### src/rtl/parity_check_arbiter.sv
// Round-robin arbiter sharing one registered 8-bit parity checker between NREQ
// requesters; returns a tagged match/mismatch result and a saturating error count.
module parity_check_arbiter #(
    parameter int NREQ = 4,
    parameter int IDW  = 2,
    parameter int CNTW = 8
) (
    input  logic              clk,
    input  logic              rst,
    input  logic [NREQ-1:0]   req_valid,
    input  logic [8*NREQ-1:0] req_data,
    input  logic [NREQ-1:0]   req_pin,
    input  logic [NREQ-1:0]   req_oe,
    output logic [NREQ-1:0]   req_ready,
    output logic              res_valid,
    input  logic              res_ready,
    output logic [IDW-1:0]    res_id,
    output logic              res_match,
    output logic              res_mismatch,
    input  logic              clr_count,
    output logic [CNTW-1:0]   err_count,
    output logic              busy
);

    typedef enum logic [1:0] {
        IDLE  = 2'd0,
        CHECK = 2'd1,
        RESP  = 2'd2
    } state_t;

    function automatic logic parity8(input logic [7:0] d);
        return ^d;
    endfunction

    // oe=1 selects even parity, oe=0 odd parity
    function automatic logic parity_ok(input logic [7:0] d, input logic pin, input logic oe);
        logic pgen;
        pgen = parity8(d);
        return oe ? (pin == pgen) : (pin == ~pgen);
    endfunction

    state_t          state_r, next_s;
    logic [IDW-1:0]  rr_last_r;
    logic [7:0]      data_r;
    logic            pin_r, oe_r;
    logic            res_valid_r, res_match_r, res_mismatch_r;
    logic [IDW-1:0]  res_id_r;
    logic [CNTW-1:0] err_count_r;

    logic [IDW-1:0]  grant_id_s, idx_s;
    logic            grant_found_s, accept_s, handshake_s;
    logic [7:0]      sel_data_s;
    logic            sel_pin_s, sel_oe_s;

    // Round-robin search starting just after the last granted requester
    always_comb begin
        grant_found_s = 1'b0;
        grant_id_s    = '0;
        idx_s         = '0;
        for (int k = 1; k <= NREQ; k++) begin
            idx_s = IDW'((int'(rr_last_r) + k) % NREQ);
            if (!grant_found_s && req_valid[idx_s]) begin
                grant_found_s = 1'b1;
                grant_id_s    = idx_s;
            end else begin
                grant_found_s = grant_found_s;
            end
        end
    end

    // Route the granted requester's byte, parity bit and mode
    always_comb begin
        sel_data_s = 8'h00;
        sel_pin_s  = 1'b0;
        sel_oe_s   = 1'b0;
        for (int i = 0; i < NREQ; i++) begin
            if (grant_id_s == IDW'(i)) begin
                sel_data_s = req_data[8*i +: 8];
                sel_pin_s  = req_pin[i];
                sel_oe_s   = req_oe[i];
            end else begin
                sel_data_s = sel_data_s;
            end
        end
    end

    // Next-state logic and grant strobe
    always_comb begin
        next_s      = state_r;
        accept_s    = 1'b0;
        handshake_s = 1'b0;
        req_ready   = '0;
        case (state_r)
            IDLE: begin
                if (grant_found_s) begin
                    req_ready[grant_id_s] = 1'b1;
                    accept_s              = 1'b1;
                    next_s                = CHECK;
                end else begin
                    next_s = IDLE;
                end
            end
            CHECK: next_s = RESP;
            RESP: begin
                if (res_valid_r && res_ready) begin
                    handshake_s = 1'b1;
                    next_s      = IDLE;
                end else begin
                    next_s = RESP;
                end
            end
            default: next_s = IDLE;
        endcase
    end

    // State register
    always_ff @(posedge clk or posedge rst) begin
        if (rst) begin
            state_r <= IDLE;
        end else begin
            state_r <= next_s;
        end
    end

    // Request capture, check and result registers
    always_ff @(posedge clk or posedge rst) begin
        if (rst) begin
            rr_last_r      <= IDW'(NREQ - 1);
            data_r         <= 8'h00;
            pin_r          <= 1'b0;
            oe_r           <= 1'b0;
            res_valid_r    <= 1'b0;
            res_match_r    <= 1'b0;
            res_mismatch_r <= 1'b0;
            res_id_r       <= '0;
        end else begin
            if (accept_s) begin
                rr_last_r <= grant_id_s;
                data_r    <= sel_data_s;
                pin_r     <= sel_pin_s;
                oe_r      <= sel_oe_s;
            end else if (state_r == CHECK) begin
                res_match_r    <= parity_ok(data_r, pin_r, oe_r);
                res_mismatch_r <= ~parity_ok(data_r, pin_r, oe_r);
                res_id_r       <= rr_last_r;
                res_valid_r    <= 1'b1;
            end else if (handshake_s) begin
                res_valid_r <= 1'b0;
            end else begin
                res_valid_r <= res_valid_r;
            end
        end
    end

    // Saturating mismatch counter; clear has priority over a counted mismatch
    always_ff @(posedge clk or posedge rst) begin
        if (rst) begin
            err_count_r <= '0;
        end else if (clr_count) begin
            err_count_r <= '0;
        end else if (handshake_s && res_mismatch_r && (err_count_r != {CNTW{1'b1}})) begin
            err_count_r <= err_count_r + CNTW'(1);
        end else begin
            err_count_r <= err_count_r;
        end
    end

    assign res_valid    = res_valid_r;
    assign res_id       = res_id_r;
    assign res_match    = res_match_r;
    assign res_mismatch = res_mismatch_r;
    assign err_count    = err_count_r;
    assign busy         = (state_r != IDLE);

endmodule
### config.mk
export PLATFORM = sky130hd
export DESIGN_NAME = parity_check_arbiter
export DESIGN_NICKNAME = d
export VERILOG_FILES = /design/src/rtl/parity_check_arbiter.sv
export SDC_FILE = /design/constraint.sdc
export NUM_CORES = 1
export LEC_CHECK = 0
export ABC_AREA = 1
export CORE_MARGIN = 3
export CORE_UTILIZATION = 46
export CTS_CLUSTER_DIAMETER = 100
export CTS_CLUSTER_SIZE = 20
export DETAILED_ROUTE_END_ITERATION = 7
export PLACE_DENSITY_LB_ADDON = 0.1
export SKIP_CTS_REPAIR_TIMING = 1
export SYNTH_ARGS = -nofsm -noshare
export SYNTH_HDL_FRONTEND = slang
export SYNTH_SLANG_ARGS = --single-unit
export TNS_END_PERCENT = 5
### constraint.sdc
create_clock -name clk -period 3.2 [get_ports clk]
set_clock_uncertainty 0.15 [all_clocks]
set_input_delay 0.8 -clock clk [delete_from_list [all_inputs] [get_ports clk]]
set_output_delay 0.8 -clock clk [all_outputs]
set_load 0.05 [all_outputs]
==> results.sh <==
export IMPL_cts_clk_slew_worst_paths_ns=0.10
export IMPL_critical_path_endpoint_type="output pin"
export IMPL_synth_async_reset_ratio_pct=100.0
export IMPL_post_synth_top_area_cell="dfrtp_1"
export IMPL_layout_cells_most_common="nand2_1"
export IMPL_postSynthRegisterBits=27
export IMPL_die_outline_width_um=70.32
export IMPL_drv_max_cap_violation_count=0
export IMPL_clock_sink_count=27
export IMPL_timing_final_hold_violations=0
export IMPL_io_pins=66
export IMPL_cts_made_buffers=3
export IMPL_n_antenna_cell=0
export IMPL_globalRouteTotalUtil_pct=18.66
export IMPL_grt_first_pass_wirelength_um=7624
export IMPL_net_switching_fraction_of_the_power_pct=50.94
export IMPL_detail_route_first_pass_iterations=4
export IMPL_crit_path_start_kind="flop"
export IMPL_synth_top_flop_cell="dfrtp_1"
export IMPL_finalNonFillerCells=408
export IMPL_synthesis_area_mm2=0.001903
export IMPL_detail_route_drc_violations=0
export IMPL_post_dp_cell_area_mm2=0.002743
export IMPL_setup_viol_count_final=0
export IMPL_synth_seq_area_share_pct=35.63
export IMPL_gp_congestion=0.8048
export IMPL_post_drt_via_cell_ratio=4.801
export IMPL_max_vdd_drop_mv=0.6807
export IMPL_post_synth_top_area_fraction_pct=32.87
export IMPL_seq_power_share_pct=16.0
export IMPL_cellLeakagePower_uw=0.001439
export IMPL_drt_first_iter_violations=90
export IMPL_max_clock_freq_mhz=316.6
export IMPL_worst_slew_pin_transition_ns=0.5092
export IMPL_cts_root_to_sink_buffers=2
export IMPL_tritoncts="yes"
export IMPL_fp_dieH_um=70.32
export IMPL_final_routed_wirelength_across_all_metal_layers_um=4715
export IMPL_netlist_cell_type_count=30
export IMPL_fin_hold_ws_ns=0.3470
export IMPL_critPathMaxFanout=10
export IMPL_hp_class="flop to flop"
export IMPL_timing_worst_setup_path_type="flop to output pin"
export IMPL_cts_htree_levels=1
export IMPL_layout_area_overhead_vs_synth_pct=52.20
export IMPL_cp_data_arrival_time_ns=2.21
export IMPL_port_buffers=65
export IMPL_netlist_top_cells_area="dfrtp_1 (33%), nand2_1 (18%), nand3_1 (9.2%)"
export IMPL_critical_path_required_ns=2.25
export IMPL_drive_above_1_share_pct=18.89
export IMPL_comb_power_share_pct=78.4
export IMPL_finalMaxSlewViolations=0
export IMPL_rsz0062_at_grt="true"
export IMPL_synth_avg_cell_area_um2=6.971
export IMPL_run_status="finished, final reports clean"
export IMPL_filler_cell_count=310
export IMPL_num_nets_final=410
export IMPL_floorplan_die_area_mm2=0.004945
export IMPL_final_cell_mix="nand2_1 (86), clkdlybuf4s50_1 (57), nand3_1 (34), inv_1 (26), dfrtp_1 (25)"
export IMPL_grt_ovfl_total=0
export IMPL_dp_final_hpwl_um=3792
export IMPL_number_of_instances_in_the_placed_design=398
export IMPL_synthCells=273
export IMPL_pwr_total_uw=3554
export IMPL_core_rowCount=22
export IMPL_power_density_mw_per_mm2=1227
export IMPL_grt_max_degree=28
export IMPL_share_clk_of_total_power_pct=5.6
export IMPL_via_count_of_the_first_global_routing_pass=1754
export IMPL_insertion_delay_ns=0.28
export IMPL_final_cell_area_mm2=0.002897
export IMPL_cts_root_buffer_cell="clkbuf_8"
export IMPL_antenna_found_initial=0
export IMPL_p_int_uw=1744
export IMPL_period_share_pct=98.72
export IMPL_postRouteAntennaNets=0
export IMPL_relative_max_transition_margin_pct=65.95
export IMPL_start_util_pct=49.74
export IMPL_detail_route_wl_per_cell_um=11.56
export IMPL_route_vias_total=1959
export IMPL_synth_warnings=0
export IMPL_floorplan_core_area_mm2=0.003826
export IMPL_net_switching_power_uw=1810
export IMPL_syn_nets=322
export IMPL_period_needed_ns=3.159
export IMPL_synth_edff_count=0
==> metal layers <==
metal  wire length [um]  up-vias  GRT usage (%)
met1               2128      858          24.44
li1                   -     1037              -
met2               2285       58          32.33
met4                 48        0          2.128
met3                253        6          4.029
met5                  0        -              0
==> registers in the layout (all words and copies together), names as in the netlist, 2 cells and up <==
| register | count |
|---|---|
| data_r | 8 |
| state_r | 2 |
| err_count | 8 |
| rr_last_r | 2 |
| res_id | 2 |
==> critical path, cell delays in order, from the launching register on <==
cell,delay [ns]
dfstp_2,0.57
buf_12,0.12
inv_8,0.04
nand2_1,0.08
nand2_2,0.08
nand2_4,0.09
nand2_4,0.06
nor2_4,0.14
nand3_2,0.08
nand2_2,0.08
nand2_4,0.08
buf_12,0.13
nor2_8,0.08
nand2_2,0.07
inv_4,0.08
buf_12,0.13
==> kinds of logic (layout without fill, tap and decap cells) <==
kind of cell | after synthesis | in the layout | share of synthesized area, %
AND/OR/NAND/NOR | 178 | 178 | 43.20
buffers and inverters | 36 | 123 | 9.664
flip-flops | 27 | 27 | 35.63
AO/OA/AOI/OAI | 23 | 23 | 7.166
XOR/XNOR | 8 | 8 | 3.682
adder cells (fa/ha/maj) | 1 | 1 | 0.6574
==> area by class of cell <==
type | instances | area, um^2 | area share [%]
clock buffers | 3 | 41.29 | 1.425
clock inverters | 1 | 7.507 | 0.2592
inverters | 31 | 128.9 | 4.449
multi-input cells | 210 | 1085 | 37.45
flip-flops and latches | 27 | 678.2 | 23.41
well taps | 48 | 60.06 | 2.073
repair buffers | 88 | 895.9 | 30.93
==> path summary, 6_finish.rpt <==
check,slack (ns),cells past startpoint,end,from
max,0.04,15,req_ready[3],rr_last_r[0]
min,0.35,2,res_id[1],res_id[1]
max reg2reg,0.87,18,data_r[0],rr_last_r[0]
min reg2reg,0.35,2,res_id[1],res_id[1]
max in group asynchronous,1.89,3,rr_last_r[1],rst
min in group asynchronous,0.72,3,err_count[6],rst
==> power groups by stage <==
stage | sequential, uW | clock [uW] | combinational [uW]
after floorplan | 674 | 0 | 1730
after global placement | 594 | 0 | 2600
after detailed placement | 599 | 0 | 2630
after CTS | 592 | 199 | 2650
after global routing | 590 | 213 | 3070
final | 570 | 199 | 2790
==> cells in the mapped netlist (2+ instances only) <==
library cell  count
buf_6             5
dfstp_2           2
nand4_1           3
xnor2_1           7
nor2_4            3
nand2_1          92
nand2_2          10
a21oi_1           6
nand3_1          35
dfrtp_1          25
o21ai_0          10
nor2_1           25
inv_1            27
o21a_1            4
nor3_1            3
nand2_4           2
==> stage by stage <==
step	TNS, ns	worst slack, ns	util (%)
6_report	0	0.04095	75.70
5_1_grt	-0.2421	-0.09684	75.70
4_1_cts	-0.9354	-0.2589	72.96
3_5_place_dp	-0.8736	-0.2274	71.68
3_3_place_gp	-0.7841	-0.2241	71.68
2_1_floorplan	-0.3795	-0.3220	-
Note: power is estimated with default switching activity, not from simulation.
==> RTL edit 1 (same settings) <==
Reset style: synchronous (`rst`), changed in 3 clocked blocks.
--- a/src/rtl/parity_check_arbiter.sv
+++ b/src/rtl/parity_check_arbiter.sv
@@ -114,7 +114,7 @@
     end
 
     // State register
-    always_ff @(posedge clk or posedge rst) begin
+    always_ff @(posedge clk) begin
         if (rst) begin
             state_r <= IDLE;
         end else begin
@@ -123,7 +123,7 @@
     end
 
     // Request capture, check and result registers
-    always_ff @(posedge clk or posedge rst) begin
+    always_ff @(posedge clk) begin
         if (rst) begin
             rr_last_r      <= IDW'(NREQ - 1);
             data_r         <= 8'h00;
@@ -153,7 +153,7 @@
     end
 
     // Saturating mismatch counter; clear has priority over a counted mismatch
-    always_ff @(posedge clk or posedge rst) begin
+    always_ff @(posedge clk) begin
         if (rst) begin
             err_count_r <= '0;
         end else if (clr_count) begin
Behaviour: differs if rst is asserted again (counterexample within 4 cycles, from zero or initial values and one cycle with rst high); with rst held inactive, the same outputs for 4 cycles.
==> RTL edit 1 against the unedited design <==
Routed wire length decreased by 5.6%. Maximum frequency increased by 3.3%. Synthesized area decreased by 8.4%. Sequential cell count unchanged. Power decreased by 11%. Setup slack improved by 0.10 ns. Final area decreased by 6.4%. Non-clock buffer count decreased by 7. Die area decreased by 7.7%. Critical path type is now in -> out. Largest cell class unchanged. Largest power group unchanged. Highest routed layer unchanged.
==> RTL edit 1: results (changes against the unedited design) <==
The post-synthesis net count is 311 (was 322), and the share of the synthesized area in compound gates (AO/OA/AOI/OAI) is 0.164 (was 0.0717). The number of DRC violations after detailed-routing iteration 0 is 78 (was 90), and the reported leakage power is 1.21 nW (was 1.44 nW). The logs give 959 µV (was 681 µV) for the maximum ir drop on the vdd rail and 7180 µm (was 7620 µm) for the first-pass GRT wire length. The maximum fanout count along the critical path is 3 (was 10), and the number of global-route vias before repair is 1,784 (was 1,754).

Cell types with the largest area share after synthesis: sky130_fd_sc_hd__dfxtp_1 31%, sky130_fd_sc_hd__nand2_1 16%, sky130_fd_sc_hd__a21oi_1 6.6%, sky130_fd_sc_hd__o21ai_0 5.5%, sky130_fd_sc_hd__nor2_1 5.0% (was sky130_fd_sc_hd__dfrtp_1 33%, sky130_fd_sc_hd__nand2_1 18%, sky130_fd_sc_hd__nand3_1 9.2%, sky130_fd_sc_hd__inv_1 5.3%, sky130_fd_sc_hd__nor2_1 4.9%). Worst hold slack: 0.328 ns (was 0.347 ns). Top post-synthesis cells by count: 75 x sky130_fd_sc_hd__nand2_1, 27 x sky130_fd_sc_hd__dfxtp_1, 23 x sky130_fd_sc_hd__a21oi_1, 23 x sky130_fd_sc_hd__nor2_1, 22 x sky130_fd_sc_hd__inv_1 (was 92 x sky130_fd_sc_hd__nand2_1, 35 x sky130_fd_sc_hd__nand3_1, 27 x sky130_fd_sc_hd__inv_1, 25 x sky130_fd_sc_hd__dfrtp_1, 25 x sky130_fd_sc_hd__nor2_1). The worst slew margin relative to its limit was 0.660 (was 0.659); the worst stage delay on the critical path was 0.15 ns (was 0.57 ns). The tools report the global routing usage summed across all routing layers as 0.199 (was 0.187).

Layout cell share with drive strength beyond 1: 0.199 (was 0.189). The fraction of registers with async set/reset works out to 0 (was 1.00). The worst setup slack for register-to-register paths was 0.98 ns (was 0.87 ns).

The dominant register cell in the synthesized netlist was sky130_fd_sc_hd__dfxtp_1 (was sky130_fd_sc_hd__dfrtp_1). The number of fillers in the final layout was 264 (was 310); the maximum number of pins on one net before global-route repair was 17 (was 28). The tools report the final-stage net count as 391 (was 410).

The flow ran to the end, and the final reports show no timing, DRC or antenna violations. For the via count, the log shows 1,969 (was 1,959). The adder-cell share of the synthesized area is 0.00718 (was 0.00657), and the last weighted congestion value of the routability-driven placer is 0.800 (was 0.805). Cell with the largest stage delay on the worst path: sky130_fd_sc_hd__dlymetal6s2s_1 (was sky130_fd_sc_hd__dfstp_2). The average wire length per cell after detail routing is 11.5 µm (was 11.6 µm), and the arrival time reported for the critical path endpoint is 2.11 ns (was 2.21 ns).
==> RTL edit 1: changes by cell type after synthesis, moves of 5 or more <==
| cell | delta |
|---|---|
| sky130_fd_sc_hd__a21oi_1 | +17 |
| sky130_fd_sc_hd__buf_6 | -5 |
| sky130_fd_sc_hd__dfrtp_1 | -25 |
| sky130_fd_sc_hd__dfxtp_1 | +27 |
| sky130_fd_sc_hd__inv_1 | -5 |
| sky130_fd_sc_hd__nand2_1 | -17 |
| sky130_fd_sc_hd__nand3_1 | -20 |
| sky130_fd_sc_hd__nand4_1 | +5 |
| sky130_fd_sc_hd__o21ai_0 | +9 |
==> RTL edit 1: through the flow <==
step / total power [mW] / cell area (µm²) / setup TNS, ns / cells / worst slack, ns
2_1_floorplan: 2.05 / 1750 / -0.0742 / 262 / -0.0323
3_3_place_gp: 2.78 / 2580 / -0.933 / 383 / -0.260
3_5_place_dp: 2.83 / 2580 / -1.04 / 383 / -0.270
4_1_cts: 3.03 / 2630 / -1.10 / 387 / -0.287
5_1_grt: 3.42 / 2710 / 0 / 387 / 0.0284
6_report: 3.17 / 2710 / 0 / 387 / 0.141
==> RTL edit 1: final cells by class <==
type	count	share of cell area
well taps	46	0.0212
inverters	28	0.0392
clock inverters	1	0.00277
flip-flops and latches	27	0.200
repair buffers	81	0.303
clock buffers	3	0.0152
multi-input cells	201	0.419
==> RTL edit 1: power by group through the flow <==
stage	clock network (mW)	logic, mW	registers, mW
floorplan	0	1.46	0.585
global placement	0	2.26	0.514
detailed placement	0	2.31	0.518
CTS	0.198	2.32	0.513
global route	0.208	2.68	0.528
finish	0.196	2.46	0.516
==> RTL edit 1: cells by family (layout without fill, tap and decap cells) <==
family / count (synthesis) / after routing
AO/OA/AOI/OAI: 50 / 50
XOR/XNOR: 8 / 8
adder cells (fa/ha/maj): 1 / 1
buffers and inverters: 34 / 113
flip-flops: 27 / 27
AND/OR/NAND/NOR: 142 / 142
==> RTL edit 1: routing by layer <==
layer,part of all wire,wire length (µm),vias up,global-route usage
li1,-,-,1014,-
met2,0.50,2240,67,0.369
met3,0.062,277,8,0.0366
met1,0.42,1870,880,0.227
met5,0,0,-,0
met4,0.014,63,0,0.0582
==> RTL edit 1: path summary, 6_finish.rpt <==
kind	start	endpoint	depth (start not counted)
setup / recovery	req_valid[1]	req_ready[0]	12
hold / removal	err_count[4]$_SDFFE_PP0P_	err_count[4]$_SDFFE_PP0P_	2
hold reg to reg	err_count[4]$_SDFFE_PP0P_	err_count[4]$_SDFFE_PP0P_	2
setup reg to reg	rr_last_r[0]$_SDFFE_PP1N_	data_r[0]$_SDFFE_PP0N_	13
==> RTL edit 1: critical path, delay by kind of cell <==
| family | cells | cell delay (ns) |
|---|---|---|
| buffers and inverters | 4 | 0.51 |
| AND/OR/NAND/NOR | 8 | 0.80 |
==> RTL edit 2 (same flow settings) <==
Made on the original files. The parameter `NREQ` goes from 4 to 3.
--- a/src/rtl/parity_check_arbiter.sv
+++ b/src/rtl/parity_check_arbiter.sv
@@ -1,7 +1,7 @@
 // Round-robin arbiter sharing one registered 8-bit parity checker between NREQ
 // requesters; returns a tagged match/mismatch result and a saturating error count.
 module parity_check_arbiter #(
-    parameter int NREQ = 4,
+    parameter int NREQ = 3,
     parameter int IDW  = 2,
     parameter int CNTW = 8
 ) (
Interface: changed (5 resized); port bits go from 66 to 54. The function was not compared with the original's and may differ.
==> RTL edit 2 against the unedited design <==
Synthesized area fell by 8.3%. Sequential cell count did not move. Power fell by 18%. Combinational power fell by 23%. Final area fell by 10%. Critical endpoint is now req_ready[0]. Largest power group unchanged. Setup slack improved by 0.036 ns. Worst hold slack improved by 0.0012 ns. Routed wire length fell by 14%. Count of clock-buffer cells in the layout did not move. Via count fell by 13%.
==> RTL edit 2: results (changes against the unedited design) <==
For the maximum ir drop on the vdd rail, the log shows 761 µV (was 681 µV). The critical path launch point is rr_last_r[1]$_DFFE_PP1P_ (was rr_last_r[0]$_DFFE_PP1N_). The storage element area was 677 µm² (was 678 µm²); the met2 layer wire length in the routed design was 1970 µm (was 2290 µm). The met3 wire length is 221 µm (was 253 µm), and the area share of xor/xnor cells in the synthesized design is 0.0402 (was 0.0368). The number of buffers inserted by port buffering came out at 53 (was 65). For the post-route met1 wirelength, the log shows 1850 µm (was 2130 µm). The tools report the flip-flop and latch count as 27 (unchanged). The tools report the reported leakage power as 1.22 nW (was 1.44 nW). The arrival time reported for the critical path endpoint is 2.17 ns (was 2.21 ns). The first-pass GRT wire length was 6460 µm (was 7620 µm); the routing usage on met3 was 0.0266 (was 0.0403).

The start point of the worst min-delay path is res_id[0]$_DFFE_PP0P_ (was res_id[1]$_DFFE_PP0P_). The tools report the sequential element share of the synthesized area as 0.388 (was 0.356). The worst setup slack for register-to-register paths came out at 0.84 ns (was 0.87 ns). The maximum fanout count along the critical path was 4 (was 10); the number of fillers in the final layout was 301 (was 310).

The flow ran to the end, and the final reports show no timing, DRC or antenna violations. The switching power is 1.44 mW (was 1.81 mW). Cell types with the largest area share after synthesis: sky130_fd_sc_hd__dfrtp_1 37%, sky130_fd_sc_hd__nand2_1 17%, sky130_fd_sc_hd__nand3_1 8.3%, sky130_fd_sc_hd__nor2_1 4.5%, sky130_fd_sc_hd__inv_1 4.3% (was sky130_fd_sc_hd__dfrtp_1 33%, sky130_fd_sc_hd__nand2_1 18%, sky130_fd_sc_hd__nand3_1 9.2%, sky130_fd_sc_hd__inv_1 5.3%, sky130_fd_sc_hd__nor2_1 4.9%).

Global routing usage summed across all routing layers: 0.180 (was 0.187). The fraction of area in multi-input gates works out to 0.397 (was 0.375). The layout cell share with drive strength beyond 1 is 0.192 (was 0.189), and the final-stage net count is 350 (was 410). The worst hold slack is 0.348 ns (was 0.347 ns).

The measured slew at the worst slew-check pin came out at 0.493 ns (was 0.509 ns). The number of global-route vias before repair is 1,562 (was 1,754), and the adder-cell share of the synthesized area is 0.0287 (was 0.00657). The last weighted congestion value of the routability-driven placer is 0.812 (was 0.805), and the buffer share of cell area is 0.261 (was 0.309). The run gives 184 (was 210) as the multi-input combinational cell count. The global routing met2 resource utilization was 0.299 (was 0.323).
-- RTL edit 2: cell count changes after synthesis, sizes merged, moves of 3 or more --
cell / unedited run / this run
or2: 0 / 3
nor2: 30 / 26
nand2: 104 / 83
ha: 1 / 4
inv: 30 / 25
-- RTL edit 2: worst paths after layout --
path                       cells after the start                       end
max in group asynchronous                      3  rr_last_r[1]$_DFFE_PP1P_
max reg2reg                                   13         pin_r$_DFFE_PP0P_
min                                            2     res_id[0]$_DFFE_PP0P_
min reg2reg                                    2     res_id[0]$_DFFE_PP0P_
min in group asynchronous                      3  err_count[2]$_DFFE_PP0P_
max                                           13              req_ready[0]
-- RTL edit 2: power groups by stage --
stage / registers (mW) / logic, mW / clock network [mW]
floorplan: 0.646 / 1.27 / 0
global placement: 0.555 / 1.86 / 0
detailed placement: 0.560 / 1.88 / 0
CTS: 0.555 / 1.89 / 0.195
global route: 0.571 / 2.38 / 0.208
finish: 0.557 / 2.15 / 0.190
